==> src/rtl/bf_pkg.sv <==
// Shared types and field layout for the Bellman-Ford engine.
// Edge word is {src, dst, weight}; work record is {dist, pred}.
package bf_pkg;

  typedef enum logic [3:0] {
    IDLE, INIT, EDGE_RD, DIST_RD, RELAX, PASS_END, CHECK, OUTPUT, DONE
  } bfState_t;

  localparam int EDGE_WEIGHT_LSB = 0;
  localparam int REC_PRED_LSB    = 0;

  function automatic int edgeDstLsb(input int weightW);
    return weightW;
  endfunction

  function automatic int edgeSrcLsb(input int nodeW, input int weightW);
    return nodeW + weightW;
  endfunction

  function automatic int recDistLsb(input int nodeW);
    return nodeW;
  endfunction

  // Largest positive distance doubles as "unreached".
  function automatic longint infDist(input int distW);
    return (longint'(1) << (distW - 1)) - longint'(1);
  endfunction

endpackage

==> src/rtl/bf_relax_unit.sv <==
// Combinational relax step: sum = ds + sext(w) in DIST_W+1 bits, update when it improves dd.
// Zero latency; no flow control.
module bf_relax_unit
  import bf_pkg::*;
#(
  parameter int DIST_W   = 17,
  parameter int WEIGHT_W = 8
) (
  input  logic [DIST_W-1:0]   distSrc,
  input  logic [DIST_W-1:0]   distDst,
  input  logic [WEIGHT_W-1:0] weight,
  output logic                update,
  output logic [DIST_W-1:0]   sum
);

  localparam logic [DIST_W-1:0] INF = DIST_W'(infDist(DIST_W));

  logic signed [DIST_W:0] srcExt, dstExt, wExt, sumWide, infWide;

  assign srcExt  = {distSrc[DIST_W-1], distSrc};
  assign dstExt  = {distDst[DIST_W-1], distDst};
  assign wExt    = {{(DIST_W + 1 - WEIGHT_W){weight[WEIGHT_W-1]}}, weight};
  assign infWide = {1'b0, INF};
  assign sumWide = srcExt + wExt;

  // The extra bit keeps the sum from wrapping past INF before the compare.
  assign update = (distSrc != INF) && (sumWide < dstExt) && (sumWide < infWide);
  assign sum    = sumWide[DIST_W-1:0];

endmodule

==> src/rtl/bf_engine_param.sv <==
// Bellman-Ford controller: init, edge relax passes, negative-cycle check pass, result streaming.
// Latency 1 + N + P*(3E+1) + (N+1) + 1 cycles; start is ignored while busy.
module bf_engine_param
  import bf_pkg::*;
#(
  parameter int NODE_W   = 8,
  parameter int WEIGHT_W = 8,
  parameter int DIST_W   = 17,
  parameter int EDGE_AW  = 13
) (
  input  logic                       clock,
  input  logic                       reset,
  input  logic                       start,
  input  logic [NODE_W:0]            num_nodes,
  input  logic [EDGE_AW:0]           num_edges,
  input  logic [NODE_W-1:0]          src_node,
  output logic [EDGE_AW-1:0]         edge_addr,
  input  logic [2*NODE_W+WEIGHT_W-1:0] edge_data,
  output logic [NODE_W-1:0]          work_rd_addr0,
  output logic [NODE_W-1:0]          work_rd_addr1,
  input  logic [DIST_W+NODE_W-1:0]   work_rd_data0,
  input  logic [DIST_W+NODE_W-1:0]   work_rd_data1,
  output logic [NODE_W-1:0]          work_wr_addr,
  output logic [DIST_W+NODE_W-1:0]   work_wr_data,
  output logic                       work_we,
  output logic [NODE_W-1:0]          out_addr,
  output logic [DIST_W+NODE_W-1:0]   out_data,
  output logic                       out_we,
  output logic                       busy,
  output logic                       done,
  output logic                       neg_cycle,
  output logic [NODE_W:0]            pass_count
);

  localparam int EDGE_W = 2 * NODE_W + WEIGHT_W;
  localparam int E_SRC  = edgeSrcLsb(NODE_W, WEIGHT_W);
  localparam int E_DST  = edgeDstLsb(WEIGHT_W);
  localparam int R_DIST = recDistLsb(NODE_W);
  localparam logic [DIST_W-1:0] INF = DIST_W'(infDist(DIST_W));
  localparam logic [NODE_W:0]   NODE_ONE = (NODE_W + 1)'(1);
  localparam logic [EDGE_AW:0]  EDGE_ONE = (EDGE_AW + 1)'(1);

  bfState_t state, nextState;

  logic [NODE_W:0]    nNodes, nodeIdx, passCount;
  logic [EDGE_AW:0]   nEdges, edgeIdx;
  logic [NODE_W-1:0]  srcNode, outAddrReg;
  logic [EDGE_W-1:0]  edgeReg;
  logic               passUpdated, checkMode, outVld, negCycle;

  logic               lastNode, lastEdge, relaxUpdate;
  logic [DIST_W-1:0]  relaxSum;
  logic [NODE_W-1:0]  eSrc, eDst, unusedPred0;

  assign lastNode    = (nodeIdx == nNodes - NODE_ONE);
  assign lastEdge    = (edgeIdx == nEdges - EDGE_ONE);
  assign eSrc        = edgeReg[E_SRC +: NODE_W];
  assign eDst        = edgeReg[E_DST +: NODE_W];
  assign unusedPred0 = work_rd_data0[REC_PRED_LSB +: NODE_W];

  bf_relax_unit #(
    .DIST_W   (DIST_W),
    .WEIGHT_W (WEIGHT_W)
  ) uRelax (
    .distSrc (work_rd_data0[R_DIST +: DIST_W]),
    .distDst (work_rd_data1[R_DIST +: DIST_W]),
    .weight  (edgeReg[EDGE_WEIGHT_LSB +: WEIGHT_W]),
    .update  (relaxUpdate),
    .sum     (relaxSum)
  );

  always_ff @(posedge clock) begin
    if (reset) begin
      state       <= IDLE;
      nNodes      <= '0;
      nEdges      <= '0;
      srcNode     <= '0;
      nodeIdx     <= '0;
      edgeIdx     <= '0;
      edgeReg     <= '0;
      passUpdated <= 1'b0;
      checkMode   <= 1'b0;
      outVld      <= 1'b0;
      outAddrReg  <= '0;
      negCycle    <= 1'b0;
      passCount   <= '0;
    end else begin
      state      <= nextState;
      outVld     <= (state == OUTPUT) && (nodeIdx < nNodes);
      outAddrReg <= nodeIdx[NODE_W-1:0];
      case (state)
        IDLE: if (start) begin
          nNodes      <= num_nodes;
          nEdges      <= num_edges;
          srcNode     <= src_node;
          nodeIdx     <= '0;
          edgeIdx     <= '0;
          passUpdated <= 1'b0;
          checkMode   <= 1'b0;
          negCycle    <= 1'b0;
          passCount   <= '0;
        end
        INIT:    nodeIdx <= lastNode ? '0 : nodeIdx + NODE_ONE;
        DIST_RD: edgeReg <= edge_data;
        RELAX: begin
          if (relaxUpdate) begin
            if (checkMode) negCycle <= 1'b1;
            else           passUpdated <= 1'b1;
          end
          edgeIdx <= lastEdge ? '0 : edgeIdx + EDGE_ONE;
        end
        PASS_END: begin
          passCount   <= passCount + NODE_ONE;
          passUpdated <= 1'b0;
        end
        CHECK:   checkMode <= 1'b1;
        OUTPUT:  nodeIdx   <= nodeIdx + NODE_ONE;
        default: ;
      endcase
    end
  end

  always_comb begin
    nextState = state;
    case (state)
      IDLE:     if (start) nextState = (num_nodes == '0) ? DONE : INIT;
      INIT:     if (lastNode) nextState = (nEdges == '0) ? OUTPUT : EDGE_RD;
      EDGE_RD:  nextState = DIST_RD;
      DIST_RD:  nextState = RELAX;
      RELAX:    if (lastEdge) nextState = checkMode ? OUTPUT : PASS_END;
                else          nextState = EDGE_RD;
      PASS_END: begin
        if (!passUpdated)                                nextState = OUTPUT;
        else if (passCount + NODE_ONE >= nNodes - NODE_ONE) nextState = CHECK;
        else                                             nextState = EDGE_RD;
      end
      CHECK:    nextState = EDGE_RD;
      OUTPUT:   if (nodeIdx == nNodes) nextState = DONE;
      DONE:     nextState = IDLE;
      default:  nextState = IDLE;
    endcase
  end

  always_comb begin
    edge_addr     = '0;
    work_rd_addr0 = '0;
    work_rd_addr1 = '0;
    work_wr_addr  = '0;
    work_wr_data  = '0;
    work_we       = 1'b0;
    case (state)
      INIT: begin
        work_wr_addr = nodeIdx[NODE_W-1:0];
        work_wr_data = {(nodeIdx[NODE_W-1:0] == srcNode) ? '0 : INF, nodeIdx[NODE_W-1:0]};
        work_we      = !reset;
      end
      EDGE_RD: edge_addr = edgeIdx[EDGE_AW-1:0];
      DIST_RD: begin
        work_rd_addr0 = edge_data[E_SRC +: NODE_W];
        work_rd_addr1 = edge_data[E_DST +: NODE_W];
      end
      RELAX: begin
        work_wr_addr = eDst;
        work_wr_data = {relaxSum, eSrc};
        // The check pass only observes; a write here would corrupt results.
        work_we      = relaxUpdate && !checkMode && !reset;
      end
      OUTPUT:  work_rd_addr1 = nodeIdx[NODE_W-1:0];
      default: ;
    endcase
  end

  assign out_addr   = outVld ? outAddrReg : '0;
  assign out_data   = outVld ? {work_rd_data1[REC_PRED_LSB +: NODE_W],
                                work_rd_data1[R_DIST +: DIST_W]} : '0;
  assign out_we     = outVld && !reset;
  assign busy       = (state != IDLE) && (state != DONE);
  assign done       = (state == DONE);
  assign neg_cycle  = negCycle;
  assign pass_count = passCount;

endmodule

==> config.mk <==
export PLATFORM = sky130hd
export DESIGN_NAME = bf_engine_param
export DESIGN_NICKNAME = d
export VERILOG_FILES = /design/src/rtl/bf_pkg.sv /design/src/rtl/bf_relax_unit.sv /design/src/rtl/bf_engine_param.sv
export SDC_FILE = /design/constraint.sdc
export NUM_CORES = 1
export LEC_CHECK = 0
export ABC_AREA = 1
export ABC_CLOCK_PERIOD_IN_PS = 3400
export BUFFER_PORTS_ARGS = -buffer_cell sky130_fd_sc_hd__buf_2
export CAP_MARGIN = 10
export CORE_MARGIN = 4
export CORE_UTILIZATION = 55
export CTS_BUF_LIST = sky130_fd_sc_hd__clkbuf_8
export DETAILED_ROUTE_END_ITERATION = 12
export PLACE_DENSITY = 0.86
export SETUP_SLACK_MARGIN = 0.15
export SLEW_MARGIN = 10
export SYNTH_ARGS = -nofsm -noshare
export SYNTH_HDL_FRONTEND = slang
export SYNTH_SLANG_ARGS = --single-unit
==> constraint.sdc <==
create_clock -name clock -period 3.4 [get_ports clock]
set_clock_uncertainty 0.1 [all_clocks]
set_input_delay 0 -clock clock [delete_from_list [all_inputs] [get_ports clock]]
set_output_delay 0 -clock clock [all_outputs]
set_load 0.02 [all_outputs]
==> metrics.yaml, run 1 <==
routing:
  drt-initial-drc-count: 605
  routed-via-count: 9232
  viasPerCell: 5.44
  drtPass1Iterations: 6
  routed_wl_um: 26300
  drc: 0
  antenna_left: 0
  wl_per_cell_um: 15.5
synthesis:
  synth_area_leader_cell: "dfxtp_1"
  synth.net_count: 1393
  synth_mux_area_frac: 0
  synthSimpleGateAreaFrac: 0.324
  synth_top_family_by_area: "simple AND/OR/NAND/NOR gates"
  yosysWarnings: 0
  synth_xor_area_frac: 0.0476
  ys_ff_latch: 103
  avgSynthCellArea_um2: 6.41
  syn_inst: 1227
  synthAdderAreaFrac: 0.0932
  synth_edf_count: 0
  synthArstFlopShare: 0
  yosys-top-cells-count: "nand2_1 (315), inv_1 (189), dfxtp_1 (103)"
  synth.area.top_cells: "dfxtp_1 (26%), nand2_1 (15%), ha_1 (9.1%)"
  synth.distinct_cells: 47
  synth-compound-area-share: 0.158
  yosys_most_used_dff: "dfxtp_1"
  synthDominantCellAreaShare: 0.262
  synth_area_um2: 7870
  synth_most_common_cell: "nand2_1"
  synth-seq-area-share: 0.262
clocking:
  clock_latency_ns: 0.39
  numCtsBuffers: 9
  h-tree-depth: 3
  cts_tree: "built"
  clock_path_buffers: 2
  clkTransAtPathRegs_ns: 0.11
  clock-root-buffer: "clkbuf_8"
  clock_sinks: 103
timing:
  setup_viol: 1
  slew_headroom: 0.387
  worst_pin_slew_ns: 0.919
  fin_crit_sh: 1.05
  max_freq_mhz: 279
  min_period_ns: 3.59
  rsz0062_at_grt: "yes"
  hold_viol: 0
  drv_slew: 0
  worst_slack_ns: -0.187
global_route:
  antenna_found_initial: 0
  grt_pass1_wl_um: 42500
  grt_max_degree: 66
  first_global_vias: 8862
  overflow: 0
  grtUsageTotal: 0.319
outcome:
  status: "complete, but fails checks"
  violations: "negative setup slack"
floorplan:
  initial_core_util: 0.564
  coreArea_um2: 13900
  rows: 43
  die_area_um2: 16300
  ios: 217
  die_w_um: 128
  die_y_um: 128
finish:
  antenna_cells: 0
  syn2layout_area_growth_pct: 33.2
  utilization: 0.752
  nets: 1677
  layout-drive-gt1-share: 0.270
  stdcell_count: 1696
critical_path:
  path_class: "reg -> out"
  worst-path-max-fanout: 6
  path_buf_inv: 4
  required_ns: 3.30
  critPathArrivalTime_ns: 3.49
  cpPeakStageDelay_ns: 0.39
  crit_chain: "buf_6 > buf_4 > ha_4 > nand4_1 > nor3_2 > nand2_1 > nand2_1 > nand2_1 > nand2_1 > inv_1 > ha_1 > a21oi_2 > nand2_1 > nand2_1 > nand2_1 > a21oi_1 > nand2_1 > nand2_2 > nand3_2 > a21oi_2 > buf_4"
  cp_top_family: "simple AND/OR/NAND/NOR gates"
  crit_path_frequent_cell: "nand2_1"
  endpoint_kind: "output pin"
  startpoint_type: "flip-flop"
  crit_slowest_cell: "dfxtp_4"
placed_design:
  placedCellCount: 1607
  dpl.hpwl_um: 18900
  globalplace.congestion: 0.990
  port_buffers: 208
power_and_ir_drop:
  peakVddDrop_mv: 0.418
  p_per_area_nw_per_um2: 465
  p_leak_nw: 5.41
worst_hold_path:
  hp-class: "in -> reg"
job:
  cap_violations: 0
==> area by class of cell <==
cell class / instances / area (um2)
clock inverters: 7 / 66.3
repair buffers: 312 / 1970
well taps: 180 / 225
fillers: 1131 / 3460
multi-input cells: 888 / 5270
flip-flops and latches: 103 / 2070
clock buffers: 9 / 124
inverters: 197 / 739
==> routing by layer <==
metal  up-vias  track usage  part of all wire
met4         0        0.169             0.053
met2       437        0.555              0.47
met5         -            0                 0
met1      4185        0.371              0.39
li1       4507            -                 -
met3       103       0.0577             0.080
==> final timing paths <==
kind	to	startpoint	slack [ns]	cells past startpoint
setup / recovery	work_we	edgeReg[7]	-0.19	21
hold reg to reg	edgeReg[18]	edgeReg[18]	0.37	2
hold / removal	state[3]	start	0.05	7
setup reg to reg	passUpdated	edgeReg[2]	0.21	27
==> logic make-up after synthesis <==
family	after synthesis
compound gates	222
xor+xnor	41
fa+ha+maj	58
buf+inv	236
flops	103
simple gates	567
==> layout by cell type (no fill, tap or decap), drive strengths merged, types with 2 or more instances in the layout <==
master,n
nand2,326
buf,257
inv,200
a21oi,107
nor2,106
dfxtp,103
o21ai,95
nand3,71
ha,57
dlygate4sd3,55
xor2,31
nand4,26
nor3,20
xnor2,10
clkbuf,9
nand3b,5
or2,5
a211oi,4
o211ai,4
nor4,3
clkinv,3
or3,2
o22ai,2
a21boi,2
o41ai,2
==> worst min-delay path: stages <==
cell and delay [ns]:
buf_2 0.12, nor2_1 0.10, inv_1 0.06, nand2_1 0.07, a21oi_2 0.05, nand3_1 0.06, inv_1 0.03
==> where the power goes <==
part	switching [mW]	total (mW)	internal [mW]	leakage [nW]
registers	0.120	1.47	1.35	0.842
clock network	0.477	0.760	0.283	0.0949
logic	1.67	2.64	0.977	4.47
total	2.26	4.87	2.61	5.41
==> repair_timing <==
action,4_1_cts,5_1_grt
buffers inserted,17,1
resized for setup,66,13
hold buffers,55,0
setup endpoints to repair,2,3
pin swaps,40,13
cloned,0,0
endpoints found under the hold margin,56,0
==> sequential cells by signal (all words and copies together) (netlist names) <==
register     count
edgeReg         24
edgeIdx         14
nEdges          14
nNodes           9
nodeIdx          9
pass_count       9
outAddrReg       8
srcNode          8
state            4
checkMode        1
neg_cycle        1
outVld           1
passUpdated      1
==> metrics by stage <==
step	cell area [um2]	hold slack (ns)	total power [mW]	TNS, ns	setup WS [ns]
floorplan	7870	-0.0163	3.18	0	0.358
global placement	9200	0.131	3.81	0	0.0772
detailed placement	9200	0.138	3.87	0	0.0206
CTS	10400	0.0474	4.81	-0.172	-0.172
global route	10500	0.122	5.26	-0.530	-0.464
finish	10500	0.0523	4.87	-0.187	-0.187
Note: power is estimated with default switching activity, not from simulation.
==> run 2: changes to the inputs <==
CORE_UTILIZATION = 54   (was 55)
CTS_BUF_LIST = default   (was sky130_fd_sc_hd__clkbuf_8)
PLACE_DENSITY = 0.85   (was 0.86)
==> metrics.yaml, run 2 (same netlist as run 1, synthesis figures left out) <==
finish:
  n_fill_cell: 1083  # -4.2%
  syn2layout_area_growth_pct: 33.6
  antenna_cells: 0  # unchanged
  utilization: 0.746  # -0.00603
  largest_reg_flops: 24  # unchanged
  top_regs: "edgeReg x24, edgeIdx x14, nEdges x14"
  layout_common_cells: "nand2_1 (298), buf_2 (207), inv_1 (186), dfxtp_1 (95), nor2_1 (94)"
  layout-drive-gt1-share: 0.267  # -0.00317
  nets: 1665  # -0.72%
  layout_commonest_cell: "nand2_1"
  ff_latch_area_um2: 2070  # unchanged
  largest-register: "edgeReg"
  stdcell_area_um2: 10500  # +0.35%
  multi_input_area_um2: 5280  # +0.17%
placed_design:
  place_area_um2: 9110  # -1.1%
  port_buffers: 208  # unchanged
  dpl.hpwl_um: 18800  # -0.52%
  globalplace.congestion: 0.986  # -0.37%
timing:
  max_freq_mhz: 282  # +1.2%
  worst_pin_slew_ns: 1.15  # +0.229 ns
  slew_headroom: 0.234  # -0.153
  setup_viol: 1  # unchanged
  rsz0062_at_grt: "yes"
  min_period_ns: 3.54  # -0.0422 ns
  drv_slew: 0  # unchanged
  worst_slack_ns: -0.144  # +0.0422 ns
  fin_crit_sh: 1.04  # -0.0124
  holdWs_ns: 0.0915  # +0.0391 ns
  hold_viol: 0  # unchanged
critical_path:
  endpoint_kind: "output pin"
  path_class: "reg -> out"
  critPathArrivalTime_ns: 3.44  # -0.05 ns
  required_ns: 3.30  # about the same
  worst-path-max-fanout: 3  # -3
  startpoint_type: "flip-flop"
clocking:
  clock_latency_ns: 0.36  # -0.03 ns
  clock_path_buffers: 2  # unchanged
  h-tree-depth: 3  # unchanged
  clock_sinks: 103  # unchanged
  numCtsBuffers: 9  # unchanged
  clock-root-buffer: "clkbuf_16"
  cts_tree: "built"
  clkTransAtPathRegs_ns: 0.08  # -0.03 ns
power_and_ir_drop:
  p_sw_frac: 0.451  # -0.0140
  p_leak_nw: 5.39  # -0.29%
  internal-power_mw: 2.83  # +8.4%
  p_per_area_nw_per_um2: 490  # +5.3%
  p_switching_mw: 2.32  # +2.5%
  peakVddDrop_mv: 0.408  # -2.5%
  seqPwrFrac: 0.287  # -0.014
  power_frac_clock: 0.203  # +0.047
  p_comb_frac: 0.510  # -0.033
floorplan:
  ios: 217  # unchanged
  coreArea_um2: 14100  # +1.2%
  rows: 43  # unchanged
  die_y_um: 129  # +0.87%
  die_w_um: 129  # +0.87%
  initial_core_util: 0.558  # -0.00646
  die_area_um2: 16600  # +1.7%
job:
  cap_violations: 0  # unchanged
routing:
  routed-via-count: 9169  # -0.68%
  drtPass1Iterations: 6  # unchanged
  routed_wl_um: 26800  # +1.9%
  drc: 0  # unchanged
  viasPerCell: 5.44  # about the same
  drt-initial-drc-count: 642  # +6.1%
  antenna_left: 0  # unchanged
  wl_per_cell_um: 15.9  # +2.6%
global_route:
  overflow: 0  # unchanged
  first_global_vias: 8659  # -2.3%
  grt_pass1_wl_um: 41200  # -3.1%
  grtUsageTotal: 0.308  # -0.0107
  antenna_found_initial: 0  # unchanged
  grt_max_degree: 66  # unchanged
outcome:
  status: "complete, but fails checks"
  violations: "negative setup slack"
worst_hold_path:
  hp-class: "in -> reg"
-- run 2: cell types whose count changed in the layout (fill, tap and decap cells not counted), sizes merged --
cell,previous run,this run
clkinvlp,1,2
buf,257,244
dlygate4sd3,55,56
clkinv,3,2
-- run 2: critical path, stage by stage (launching register included) --
cell	delay, ns
dfxtp_2	0.34
ha_4	0.25
a21oi_4	0.21
nand2_2	0.10
buf_4	0.14
nand3_1	0.09
nand4_1	0.12
nand2_2	0.10
inv_1	0.04
ha_1	0.30
a21oi_1	0.13
nor3_1	0.06
a211oi_1	0.19
nand2_1	0.08
nand2_1	0.06
nand2_1	0.05
nand2_1	0.06
nand2_1	0.06
a21oi_2	0.11
nand2_1	0.08
nand2_2	0.08
nand3_2	0.09
a21oi_2	0.20
buf_6	0.15
-- run 2: power groups by stage --
stage               logic [mW]  registers, mW  clock network, mW
floorplan                 1.71           1.46                  0
CTS                       2.53           1.47               1.06
finish                    2.63           1.48               1.04
global route              2.89           1.49               1.10
detailed placement        2.34           1.49                  0
global placement          2.29           1.48                  0
-- run 2: metrics by stage --
stage	TNS, ns	setup WS, ns	power (mW)	std cells
finish	-0.144	-0.144	5.15	1684
global route	-0.479	-0.409	5.48	1684
CTS	-0.166	-0.166	5.06	1679
detailed placement	0	0.0236	3.83	1594
global placement	0	0.0560	3.77	1594
floorplan	0	0.358	3.18	1227
-- run 2: layer usage --
layer,track usage,wire length (um),up-vias
li1,-,-,4489
met4,0.162,1210,0
met1,0.353,10400,4104
met2,0.542,13000,470
met5,0,0,-
met3,0.0581,2320,106
-- run 2: worst paths after layout --
kind / start / endpoint / slack (ns) / cells past startpoint
worst max-delay path: edgeReg[2] / work_we / -0.14 / 23
worst min-delay path: start / state[1] / 0.09 / 7
worst min register to register: edgeReg[14] / edgeReg[14] / 0.36 / 2
worst max register to register: edgeReg[2] / neg_cycle / 0.22 / 23
-- run 2: layout make-up --
cell class | instances | share of cell area
multi-input cells | 888 | 0.502
flip-flops and latches | 103 | 0.197
repair buffers | 300 | 0.180
inverters | 197 | 0.0703
clock buffers | 9 | 0.0214
well taps | 180 | 0.0214
clock inverters | 7 | 0.00678
-- run 2: repair_timing --
action | CTS | global route
gates cloned | 0 | 0
hold endpoints to repair | 57 | 0
gates resized for setup | 57 | 24
endpoints found under the setup margin | 1 | 3
pin swaps | 27 | 25
setup buffers | 13 | 5
hold buffers | 56 | 0
==> run 3: changes to the inputs <==
CELL_PAD_IN_SITES_DETAIL_PLACEMENT = 0   (was default)
CELL_PAD_IN_SITES_GLOBAL_PLACEMENT = 1   (was default)
CORE_UTILIZATION = 25   (was 54)
HOLD_SLACK_MARGIN = 0.15   (was default)
PLACE_DENSITY = 0.62   (was 0.85)
==> metrics.yaml, run 3 (same netlist as run 1, synthesis figures left out) <==
routing:
  met1_length_um: 13600  # +31%
  routed-via-count: 8854  # -3.4%
  drtPass1Iterations: 5  # -1
  top_layer: "met4"
  met2_length_um: 14000  # +8.4%
  wl_per_cell_um: 15.2  # -4.7%
  antenna_left: 0  # unchanged
  wl_met3_um: 1470  # -37%
  drc: 0  # unchanged
  routed_wl_um: 29500  # +9.8%
  drt-initial-drc-count: 416  # -35%
  viasPerCell: 4.56  # -16%
power_and_ir_drop:
  p_leak_nw: 5.60  # +3.9%
  p_per_area_nw_per_um2: 483  # -1.4%
  peakVddDrop_mv: 0.274  # -33%
finish:
  layout-drive-gt1-share: 0.275  # +0.00817
  stdcell_count: 1940  # +15%
  layout_common_cells: "nand2_1 (299), buf_2 (207), inv_1 (185), nor2_1 (97), dfxtp_1 (96)"
  n_fill_cell: 3401  # +210%
  largest-register: "edgeReg"
  largest_reg_flops: 24  # unchanged
  nets: 1705  # +2.4%
  multi_input_area_um2: 5290  # +0.19%
  utilization: 0.361  # -0.385
  ff_latch_area_um2: 2080  # about the same
  layout_commonest_cell: "nand2_1"
  stdcell_area_um2: 11100  # +5.8%
  syn2layout_area_growth_pct: 41.3
  top_regs: "edgeReg x24, edgeIdx x14, nEdges x14"
critical_path:
  rr_startpoint: "edgeReg[7]"
  reg2regPathDepth: 26  # +13%
  rrSetupSlack_ns: -0.02  # -0.24 ns
  endpoint_kind: "output pin"
  critPathArrivalTime_ns: 3.40  # -0.04 ns
  r2r_end: "passUpdated"
  cpPeakStageDelay_ns: 0.34  # about the same
  cp_top_family: "simple AND/OR/NAND/NOR gates"
  required_ns: 3.30  # about the same
  startpoint_type: "flip-flop"
  path_class: "reg -> out"
  crit_slowest_cell: "dfxtp_2"
  worst-path-max-fanout: 3  # unchanged
  path_buf_inv: 3  # unchanged
  crit_path_frequent_cell: "nand2_1"
placed_design:
  port_buffers: 208  # unchanged
  pre_cts_ws_ns: 0.0153  # -0.00830 ns
  place_area_um2: 9710  # +6.6%
  globalplace.congestion: 0.889  # -9.9%
  dpl.hpwl_um: 23200  # +24%
  placedCellCount: 1854  # +16%
clocking:
  clock-root-buffer: "clkbuf_16"
  clock_path_buffers: 2  # unchanged
  clock_latency_ns: 0.35  # about the same
  clkTransAtPathRegs_ns: 0.07  # about the same
  clock_sinks: 103  # unchanged
  h-tree-depth: 3  # unchanged
  cts_tree: "built"
  numCtsBuffers: 9  # unchanged
timing:
  worst_slack_ns: -0.0985  # +0.0459 ns
  max_freq_mhz: 286  # +1.3%
  slew_headroom: 0.433  # +0.199
  rsz0062_at_grt: "yes"
  setup_viol: 2  # +1
  drv_slew: 0  # unchanged
  hold_viol: 0  # unchanged
  holdWs_ns: 0.160  # +0.0688 ns
  fin_crit_sh: 1.03  # -0.0135
  worst_pin_slew_ns: 0.850  # -0.298 ns
  min_period_ns: 3.50  # -0.0459 ns
worst_hold_path:
  worstHoldStart: "reset"
  hp-class: "in -> reg"
  hold-path-cell-count: 4  # -3
  hold_end: "edgeReg[6]"
global_route:
  overflow: 0  # unchanged
  first_global_vias: 8679  # +0.23%
  grtUsageTotal: 0.168  # -0.140
  grt_pass1_wl_um: 45700  # +11%
  antenna_found_initial: 1  # +1
  grt_max_degree: 60  # -9.1%
outcome:
  status: "complete, but fails checks"
  violations: "negative setup slack"
floorplan:
  die_y_um: 185  # +44%
  coreArea_um2: 30800  # +120%
  die_area_um2: 34400  # +110%
  ios: 217  # unchanged
  initial_core_util: 0.255  # -0.303
  rows: 64  # +49%
  die_w_um: 185  # +44%
job:
  cap_violations: 0  # unchanged
==> run 3: tightest hold or removal path: stages <==
cell and delay [ns]:
buf_2 0.09, inv_1 0.27, o21ai_0 0.17, nor2_1 0.05
==> run 3: final cells by class <==
cell class	count	share of cell area
Multi-Input combinational cell	888	0.476
Timing Repair Buffer	340	0.198
Sequential cell	103	0.187
Inverter	197	0.0665
Tap cell	396	0.0446
Clock buffer	11	0.0209
Clock inverter	4	0.00698
Antenna cell	1	0.000225
==> run 3: what timing repair did <==
item                                   4_1_cts  5_1_grt
endpoints found under the hold margin       60        0
setup endpoints to repair                    3        3
buffers inserted                             2        3
pin swaps                                   18       20
gates cloned                                 0        0
hold buffers                                65        0
resized for setup                           47       30
==> run 3: per-stage QoR <==
stage | total power, mW | TNS, ns
finish | 5.37 | -0.118
global route | 5.80 | -0.815
CTS | 5.36 | -0.156
detailed placement | 4.04 | 0
global placement | 4.03 | -0.00194
floorplan | 3.18 | 0
==> run 3: routing by layer <==
layer / vias up / global-route usage
met5: - / 0
met1: 4039 / 0.216
li1: 4563 / -
met3: 30 / 0.0222
met2: 222 / 0.300
met4: 0 / 0.0367
==> run 3: power breakdown <==
part | switching (mW) | internal, mW | leakage, nW | total [mW]
registers | 0.122 | 1.35 | 0.842 | 1.47
logic | 1.72 | 1.04 | 4.61 | 2.76
clock network | 0.492 | 0.649 | 0.151 | 1.14
total | 2.33 | 3.04 | 5.60 | 5.37
==> run 3: worst max-delay path by stage <==
stage          slack [ns]        from       to  cells past startpoint
2_1_floorplan        0.36  edgeReg[7]  work_we                     22
3_3_place_gp       -0.002  edgeReg[7]  work_we                     22
3_5_place_dp         0.02  edgeReg[7]  work_we                     22
4_1_cts             -0.16  edgeReg[7]  work_we                     24
5_1_grt             -0.35  edgeReg[7]  work_we                     25
6_report             -0.1  edgeReg[6]  work_we                     26
